### src/rtl/vga_timing_gen.sv
// 640x480@60 raster timing: Row/Col scan position, display_on, HSYNC/VSYNC and one-cycle line/frame/vblank ticks.
// Define VGA_FRAME_CNT_EN to add a 16-bit frame_count output that steps on every frame_start.
module vga_timing_gen #(
   parameter int   H_VISIBLE   = 640,
   parameter int   H_FRONT     = 16,
   parameter int   H_SYNC      = 96,
   parameter int   H_BACK      = 48,
   parameter int   V_VISIBLE   = 480,
   parameter int   V_FRONT     = 10,
   parameter int   V_SYNC      = 2,
   parameter int   V_BACK      = 33,
   parameter logic SYNC_ACTIVE = 1'b0
) (
   input  logic        CLK,
   input  logic        RST_N,
   input  logic        pix_en,
   output logic [9:0]  Row,
   output logic [9:0]  Col,
   output logic        display_on,
   output logic        HSYNC,
   output logic        VSYNC,
   output logic        line_start,
   output logic        frame_start,
   output logic        vblank_start
`ifdef VGA_FRAME_CNT_EN
   ,
   output logic [15:0] frame_count
`endif
);

   localparam int H_TOTAL = H_VISIBLE + H_FRONT + H_SYNC + H_BACK;
   localparam int V_TOTAL = V_VISIBLE + V_FRONT + V_SYNC + V_BACK;

   localparam logic [9:0] H_LAST     = 10'(H_TOTAL - 1);
   localparam logic [9:0] V_LAST     = 10'(V_TOTAL - 1);
   localparam logic [9:0] H_VIS_END  = 10'(H_VISIBLE);
   localparam logic [9:0] V_VIS_END  = 10'(V_VISIBLE);
   localparam logic [9:0] HS_FIRST   = 10'(H_VISIBLE + H_FRONT);
   localparam logic [9:0] HS_LAST    = 10'(H_VISIBLE + H_FRONT + H_SYNC - 1);
   localparam logic [9:0] VS_FIRST   = 10'(V_VISIBLE + V_FRONT);
   localparam logic [9:0] VS_LAST    = 10'(V_VISIBLE + V_FRONT + V_SYNC - 1);

   if (H_TOTAL > 1024 || V_TOTAL > 1024) begin : g_bad_totals
      $error("vga_timing_gen: H_TOTAL and V_TOTAL must each fit in the 10-bit counters");
   end

   logic [9:0] next_col;
   logic [9:0] next_row;
   logic       next_line;
   logic       next_origin;

   // NOTE: every always_comb output gets a default first so no path leaves it unassigned (no latch).
   always_comb begin
      next_col = Col + 10'd1;
      next_row = Row;
      if (Col == H_LAST) begin
         next_col = '0;
         next_row = (Row == V_LAST) ? '0 : Row + 10'd1;
      end
   end

   assign next_line   = (next_col == '0);
   assign next_origin = next_line && (next_row == '0);

   // Decode uses the next-state counters so display_on and syncs describe the pixel Row/Col show.
   // NOTE: sequential state uses non-blocking assignments so every flop samples pre-edge values.
   always_ff @(posedge CLK or negedge RST_N) begin
      if (!RST_N) begin
         Col          <= H_LAST;
         Row          <= V_LAST;
         display_on   <= 1'b0;
         HSYNC        <= ~SYNC_ACTIVE;
         VSYNC        <= ~SYNC_ACTIVE;
         line_start   <= 1'b0;
         frame_start  <= 1'b0;
         vblank_start <= 1'b0;
      end else begin
         // Ticks fall on the next edge regardless of pix_en, so a held position emits one pulse only.
         line_start   <= pix_en && next_line;
         frame_start  <= pix_en && next_origin;
         vblank_start <= pix_en && next_line && (next_row == V_VIS_END);
         if (pix_en) begin
            Col        <= next_col;
            Row        <= next_row;
            display_on <= (next_col < H_VIS_END) && (next_row < V_VIS_END);
            HSYNC      <= (next_col >= HS_FIRST && next_col <= HS_LAST) ? SYNC_ACTIVE : ~SYNC_ACTIVE;
            VSYNC      <= (next_row >= VS_FIRST && next_row <= VS_LAST) ? SYNC_ACTIVE : ~SYNC_ACTIVE;
         end
      end
   end

`ifdef VGA_FRAME_CNT_EN
   always_ff @(posedge CLK or negedge RST_N) begin
      if (!RST_N) begin
         frame_count <= '0;
      end else if (pix_en && next_origin) begin
         frame_count <= frame_count + 16'd1;
      end
   end
`endif

endmodule

### config.mk
export PLATFORM = sky130hd
export DESIGN_NAME = vga_timing_gen
export DESIGN_NICKNAME = d
export VERILOG_FILES = /design/src/rtl/vga_timing_gen.sv
export SDC_FILE = /design/constraint.sdc
export NUM_CORES = 1
export LEC_CHECK = 0
export CAP_MARGIN = 10
export CELL_PAD_IN_SITES_DETAIL_PLACEMENT = 0
export CELL_PAD_IN_SITES_GLOBAL_PLACEMENT = 1
export CORE_ASPECT_RATIO = 0.9
export CORE_MARGIN = 2
export CORE_UTILIZATION = 45
export DETAILED_ROUTE_END_ITERATION = 10
export DONT_BUFFER_PORTS = 1
export PLACE_DENSITY = 0.82
export SYNTH_ARGS = -nofsm -noshare
export SYNTH_HDL_FRONTEND = slang
export SYNTH_SLANG_ARGS = --single-unit
### constraint.sdc
create_clock -name CLK -period 2.4 [get_ports CLK]
set_input_delay 0.48 -clock CLK [delete_from_list [all_inputs] [get_ports CLK]]
set_output_delay 0.48 -clock CLK [all_outputs]
set_load 0.01 [all_outputs]
After elaboration in Yosys (flattened, before gate mapping). Cells that the tools add are included.

$add $sub $neg: 2. $lt $le $gt $ge: 6. Equality and inequality tests: 3. Multiplexer cells: 5. Reduce and logical (&&, ||, !) cells: 9.

Operators by type and width (count): 2-to-1 mux 10 bit (3); adder 10 x 1 -> 10 bit (second input constant) (2); == test 10 bit (second input constant) (2); logical NOT 10 bit (2); == test 10 x 9 -> 1 bit (second input constant) (1); greater-or-equal comparator 10 bit (second input constant) (1); greater-or-equal comparator 10 x 9 -> 1 bit (second input constant) (1); less-or-equal comparator 10 bit (second input constant) (1); less-or-equal comparator 10 x 9 -> 1 bit (second input constant) (1); less-than comparator 10 bit (second input constant) (1); less-than comparator 10 x 9 -> 1 bit (second input constant) (1); logical AND 1 bit (7); 2-to-1 mux 1 bit (2).

Register bits after elaboration: 26. Bits of input ports: 3. Output and inout bits: 26. Logic and storage cells: 33.

Logic depth before layout (Yosys ltp).
Depth after elaboration: 6. Mapped depth: 9. Mapped depth without buffers: 8.

Least setup slack after synthesis. Ideal clock, no wire load.

Path type: register to register. Start: reg Col[1]. End: reg vblank_start. Library setup time: 0.121 ns. Data arrival time: 1.986 ns. Setup slack: 0.293 ns. Cell stages (with the launch flop): 8. Path buffers: 0. Period minus slack after synthesis: 2.107 ns. Cell sequence: dfstp_2 ha_1 and4_1 and3_2 mux2_2 o211ai_1 nor2_1 and4b_1.

Longest elaborated chain between the ends: 5. Elaborated cells on any way between the ends: 8. Those cells by class: add/sub: 1; eq/ne: 2; mux: 2; reduce/logical: 3.

Ends and longest elaborated chain: start: declaration (RTL line 18) `output logic [9:0] Col,`; start signal: assignment (RTL line 83) `Col <= next_col;`; adder 10 x 1 -> 10 bit / == test 10 bit (equally long branches) (RTL line 54, 56); 2-to-1 mux 10 bit (RTL line 56) `if (Col == H_LAST) begin`; logical NOT 10 bit (RTL line 62) `assign next_line = (next_col == '0);`; logical AND 1 bit (RTL line 81) `vblank_start <= pix_en && next_line && (next_row == V_VIS_END);`; logical AND 1 bit (*) (RTL line 81); end signal: assignment (RTL line 81); end: declaration (RTL line 24) `output logic vblank_start`.

Every way passes the cells marked *; elsewhere a longest branch is shown, timed or not. A chain may end at the register's enable or synchronous reset.

Worst setup path after layout.
Start: reg Row[1]. End: reg frame_start.

Longest elaborated chain between the ends: 6. Elaborated cells on any way between the ends: 7. Those cells by class: add/sub: 1; eq/ne: 1; mux: 2; reduce/logical: 3.

Ends and longest elaborated chain: start: declaration (RTL line 17) `output logic [9:0] Row,`; start signal: assignment (RTL line 84) `Row <= next_row;`; adder 10 x 1 -> 10 bit / == test 10 bit (equally long branches) (RTL line 58) `next_row = (Row == V_LAST) ? '0 : Row + 10'd1;`; 2-to-1 mux 10 bit (RTL line 58); 2-to-1 mux 10 bit (*) (RTL line 56); logical NOT 10 bit (*) (RTL line 63) `assign next_origin = next_line && (next_row == '0);`; logical AND 1 bit (*) (RTL line 63); logical AND 1 bit (*) (RTL line 80) `frame_start <= pix_en && next_origin;`; end signal: assignment (RTL line 80); end: declaration (RTL line 23) `output logic frame_start,`.

Marks and branches as above.

==> flow_results.org <==
** Yosys
- Of all cell types, the one taking the most synthesized area is sky130_fd_sc_hd__dfrtp_1.
- Number of library cell types mapped by synthesis :: 58
- Asr flop ratio synth :: 1.00
- The cell area that synthesis handed to floorplanning was between 1500 and 2000 sq um.
- The synthesized design contains 26 register bits.
- Net Count, Synth :: between 200 and 250
- Each instance of the synthesized netlist takes up on average just under 9 sq um.
- Counting flops with a built-in enable in the synthesized netlist gives 0.
- Main flop type after synthesis :: sky130_fd_sc_hd__dfrtp_1
- The share of synthesized area in the top cell type comes to 0.178.
- After technology mapping, the gate count stands at 228.
- Of the synthesized area, sequential elements account for 0.338.
- In the post-synthesis netlist, the biggest area contributors are sky130_fd_sc_hd__dfrtp_1 (18%), sky130_fd_sc_hd__dfstp_2 (16%), sky130_fd_sc_hd__xnor2_1 (4.4%).
- Synthesis Warnings :: 0

** Die
- Vertical die dimension :: 66.8 um
- Die Outline Area :: between 4000 and 5000 sq um
- The floorplan step set the die width to about 74 um.
- Initial Util :: 0.474
- Placeable core region :: between 4000 and 5000 sq um
- Row generation in the floorplan step produced 22 rows.
- For this design the top-level I/O count stands at 29.

** Place
- GP Congestion :: roughly 0.9
- Post-DP HPWL :: 3680 um
- The number of placed instances, taps included, is 290.
- Count of input and output buffers :: 0
- Total cell area at the placement stage :: about 2100 sq um

** Drt
- Before antenna repair, the detailed router went through 5 iterations.
- Wirelength, routed :: 5070 um
- Across all layers, the routed design uses 1726 vias.
- Avg WL per Cell :: around 17 um
- For this run, design rule violations remaining after detail routing come to 0.
- Using the TritonRoute via totals, the vias-per-cell ratio works out to about 5.9.
- Antenna violation net count after detailed routing :: 0
- The detailed router finished its first iteration with a little under 200 violations.

** Critical path
- Worst path arrival time :: 2.47 ns
- The setup path with the least slack is of type flop to flop.
- Req. time, crit path :: roughly 2.6 ns
- The number of buffers and inverters on the critical path is 0.
- Along the worst path, the maximum fanout reaches 7.
- STA classifies the critical path startpoint as a flop.
- Top delay family on crit path :: simple AND/OR/NAND/NOR gates
- The worst setup path is captured at a flop.
- For this run, the slowest stage of the critical path takes roughly 0.51 ns.
- Traced cell by cell, the critical path runs through ha_1 -> and3_1 -> nand4_1 -> nor2b_1 -> or3_1 -> a221oi_2 -> and4_1.
- The largest individual stage delay along the critical path comes from the cell sky130_fd_sc_hd__dfrtp_1.
- Reg-to-reg slack, setup :: around 0.15 ns

** Timing
- Maximum operating frequency :: about 440 MHz
- In the finished design, the share of the clock period the worst path needs comes to 0.939.
- The final-report max-slew violation count came to 0.
- Across the routed clock network, the largest skew measured is ~0.0033 ns.
- Time the final worst path needs with I/O delays and setup :: ~2.3 ns
- For the pin with the worst max-slew slack, the measured transition is roughly 0.75 ns.
- Setup violations remaining at the end of the flow were counted as 0.
- Worst hold margin :: 0.0317 ns
- Total count of hold-check failures in the final report :: 0
- In this run the tightest slew margin relative to its limit is 0.497.
- TNS Setup :: 0 ns
- Setup repair after global routing left no endpoint under its margin.

** GRT
- Number of global-route vias before repair :: 1511
- GR Overflow Total :: 0
- First-pass GRT wire length :: between 8000 and 9000 um
- The number of antenna violations at the first check in global routing is 0.
- Across every metal layer, demand over resource in global routing totals 0.215.
- Entering global routing, the biggest net connects 28 pins.

** CTS
- Clk pin slew, worst setup/hold paths :: ~0.09 ns
- Number of buffers added for setup after CTS :: 0
- Htree depth :: 1
- Clock Latency Late Sink :: between 0.2 and 0.3 ns
- Max Buffers Root-to-Sink :: 2
- Total clock buffers created by CTS :: 3
- Clock tree synthesis found a total of 26 sinks.
- CTS Root Buffer Type :: sky130_fd_sc_hd__clkbuf_8
- TritonCTS built the clock tree.

** Run status
- The run finished with clean final reports.

** Power and ir drop
- Combinational share of power :: 0.382
- Worst IR drop on VDD :: 0.375 mV
- The share of total power dissipated in the clock network is 0.191.
- Of the total power, the share spent switching nets is 0.374.
- Overall power consumption after layout is estimated at between 0.001 and 0.0015 W.
- The share of total power dissipated in sequential elements is 0.427.
- For this design the total switching power over the nets is just over 0.0005 W.
- Cell-internal power :: about 0.00086 W
- Power spread over the standard cell area amounts to roughly 630 nW/um^2.
- Standby leakage power :: 0.923 nW

** Cells and area
- Of the cells placed in the final design, the portion with a size suffix greater than 1 is 0.209.
- Net count reported at finish :: between 200 and 250
- Fill cells :: between 400 and 500
- 0 antenna diodes ended up in the layout.
- Area added between synthesis and finish :: 10.2%
- Non-filler cells, final :: approximately 300
- Summing all non-filler instances in the final layout gives an area of 2170 sq um.

** Flow run
- Across the run, the number of max-cap violations was 0.

** Hold path
- Worst hold path type :: primary input to asynchronous set/reset pin
[metrics by stage]
stage / util / setup WS (ns)
after CTS: 0.521 / 0.158
after floorplan: - / 0.293
after detailed placement: 0.508 / 0.186
final: 0.523 / 0.146
after global placement: 0.508 / 0.145
after global routing: 0.523 / 0.00686
[layer usage]
layer,vias to the layer above,share of wire,track usage
li1,836,-,-
met4,0,0.0041,0.0318
met1,820,0.51,0.347
met3,4,0.066,0.0499
met5,-,0,0
met2,66,0.42,0.289
[worst reg2reg max path, stage by stage (launching register included)]
cell,delay (ns)
sky130_fd_sc_hd__dfrtp_1,0.51
sky130_fd_sc_hd__ha_1,0.22
sky130_fd_sc_hd__and3_1,0.34
sky130_fd_sc_hd__nand4_1,0.15
sky130_fd_sc_hd__nor2b_1,0.15
sky130_fd_sc_hd__or3_1,0.32
sky130_fd_sc_hd__a221oi_2,0.26
sky130_fd_sc_hd__and4_1,0.25
[worst paths after layout]
check	start	endpoint	depth (start not counted)
max in group asynchronous	RST_N	line_start	1
min	RST_N	Col[4]	0
min reg2reg	HSYNC	HSYNC	2
max	Row[1]	frame_start	7
min in group CLK	pix_en	Row[9]	1
max reg2reg	Row[1]	frame_start	7
[state kept, by name (all words and copies together) (netlist names)]
signal and flops:
frame_start 1, vblank_start 1, line_start 1, Col 10, VSYNC 1, display_on 1
HSYNC 1, Row 10
[kinds of logic (layout without fill, tap and decap cells)]
kind of cell    count (synthesis)  in the layout  share of synthesized area
buf+inv                        29             36                     0.0711
flops                          26             26                      0.338
mux                             6              6                     0.0311
compound gates                 53             53                      0.181
xor+xnor                       16             16                     0.0711
simple gates                   93             93                      0.276
fa+ha+maj                       5              5                     0.0317
[Yosys cell counts, types with 2 or more instances]
cell,n
sky130_fd_sc_hd__a211oi_1,3
sky130_fd_sc_hd__nand4b_1,2
sky130_fd_sc_hd__o21ai_0,13
sky130_fd_sc_hd__and3_1,5
sky130_fd_sc_hd__and4b_1,2
sky130_fd_sc_hd__and2_1,2
sky130_fd_sc_hd__and4_1,4
sky130_fd_sc_hd__nor2b_1,4
sky130_fd_sc_hd__dfstp_2,12
sky130_fd_sc_hd__o32ai_1,2
sky130_fd_sc_hd__a21oi_1,11
sky130_fd_sc_hd__inv_1,8
sky130_fd_sc_hd__nand2_1,21
sky130_fd_sc_hd__a41o_1,2
sky130_fd_sc_hd__clkbuf_1,7
sky130_fd_sc_hd__xnor2_1,10
sky130_fd_sc_hd__o211ai_1,2
sky130_fd_sc_hd__nand4_1,7
sky130_fd_sc_hd__nor2_1,22
sky130_fd_sc_hd__a31oi_1,5
sky130_fd_sc_hd__o31ai_1,3
sky130_fd_sc_hd__nand3_1,10
sky130_fd_sc_hd__xor2_1,6
sky130_fd_sc_hd__buf_2,9
sky130_fd_sc_hd__buf_6,2
sky130_fd_sc_hd__dfrtp_1,14
sky130_fd_sc_hd__mux2i_1,5
sky130_fd_sc_hd__ha_1,5
[area by class of cell]
cell class | count | area (sq um) | share of cell area
inverter | 8 | 30.0 | 0.0138
tap | 60 | 75.1 | 0.0346
clock buffer | 4 | 45.0 | 0.0207
multi-input combinational | 173 | 1170 | 0.540
sequential | 26 | 666 | 0.306
timing repair buffer | 24 | 183 | 0.0841
[cells in the final DEF, fill, tap and decap left out, types with 7 or more instances in the layout]
| cell type | instances |
|---|---|
| sky130_fd_sc_hd__dfstp_2 | 12 |
| sky130_fd_sc_hd__nand4_1 | 7 |
| sky130_fd_sc_hd__nand2_1 | 21 |
| sky130_fd_sc_hd__xnor2_1 | 10 |
| sky130_fd_sc_hd__a21oi_1 | 11 |
| sky130_fd_sc_hd__nor2_1 | 22 |
| sky130_fd_sc_hd__nand3_1 | 10 |
| sky130_fd_sc_hd__o21ai_0 | 13 |
| sky130_fd_sc_hd__dfrtp_1 | 14 |
| sky130_fd_sc_hd__inv_1 | 8 |
| sky130_fd_sc_hd__buf_4 | 23 |
[what timing repair did]
action	4_1_cts	5_1_grt
gates resized for setup	0	1
endpoints found under the setup margin	0	1
hold buffers	1	0
hold endpoints to repair	14	0
[power groups by stage]
stage / Sequential [W] / Combinational (W) / Clock (W)
floorplan: 0.000613 / 0.000366 / 0
global placement: 0.000596 / 0.000514 / 0
detailed placement: 0.000597 / 0.000517 / 0
CTS: 0.000590 / 0.000526 / 0.000271
global route: 0.000600 / 0.000581 / 0.000287
finish: 0.000589 / 0.000526 / 0.000263
No activity file was read; power rests on OpenSTA's default activity.
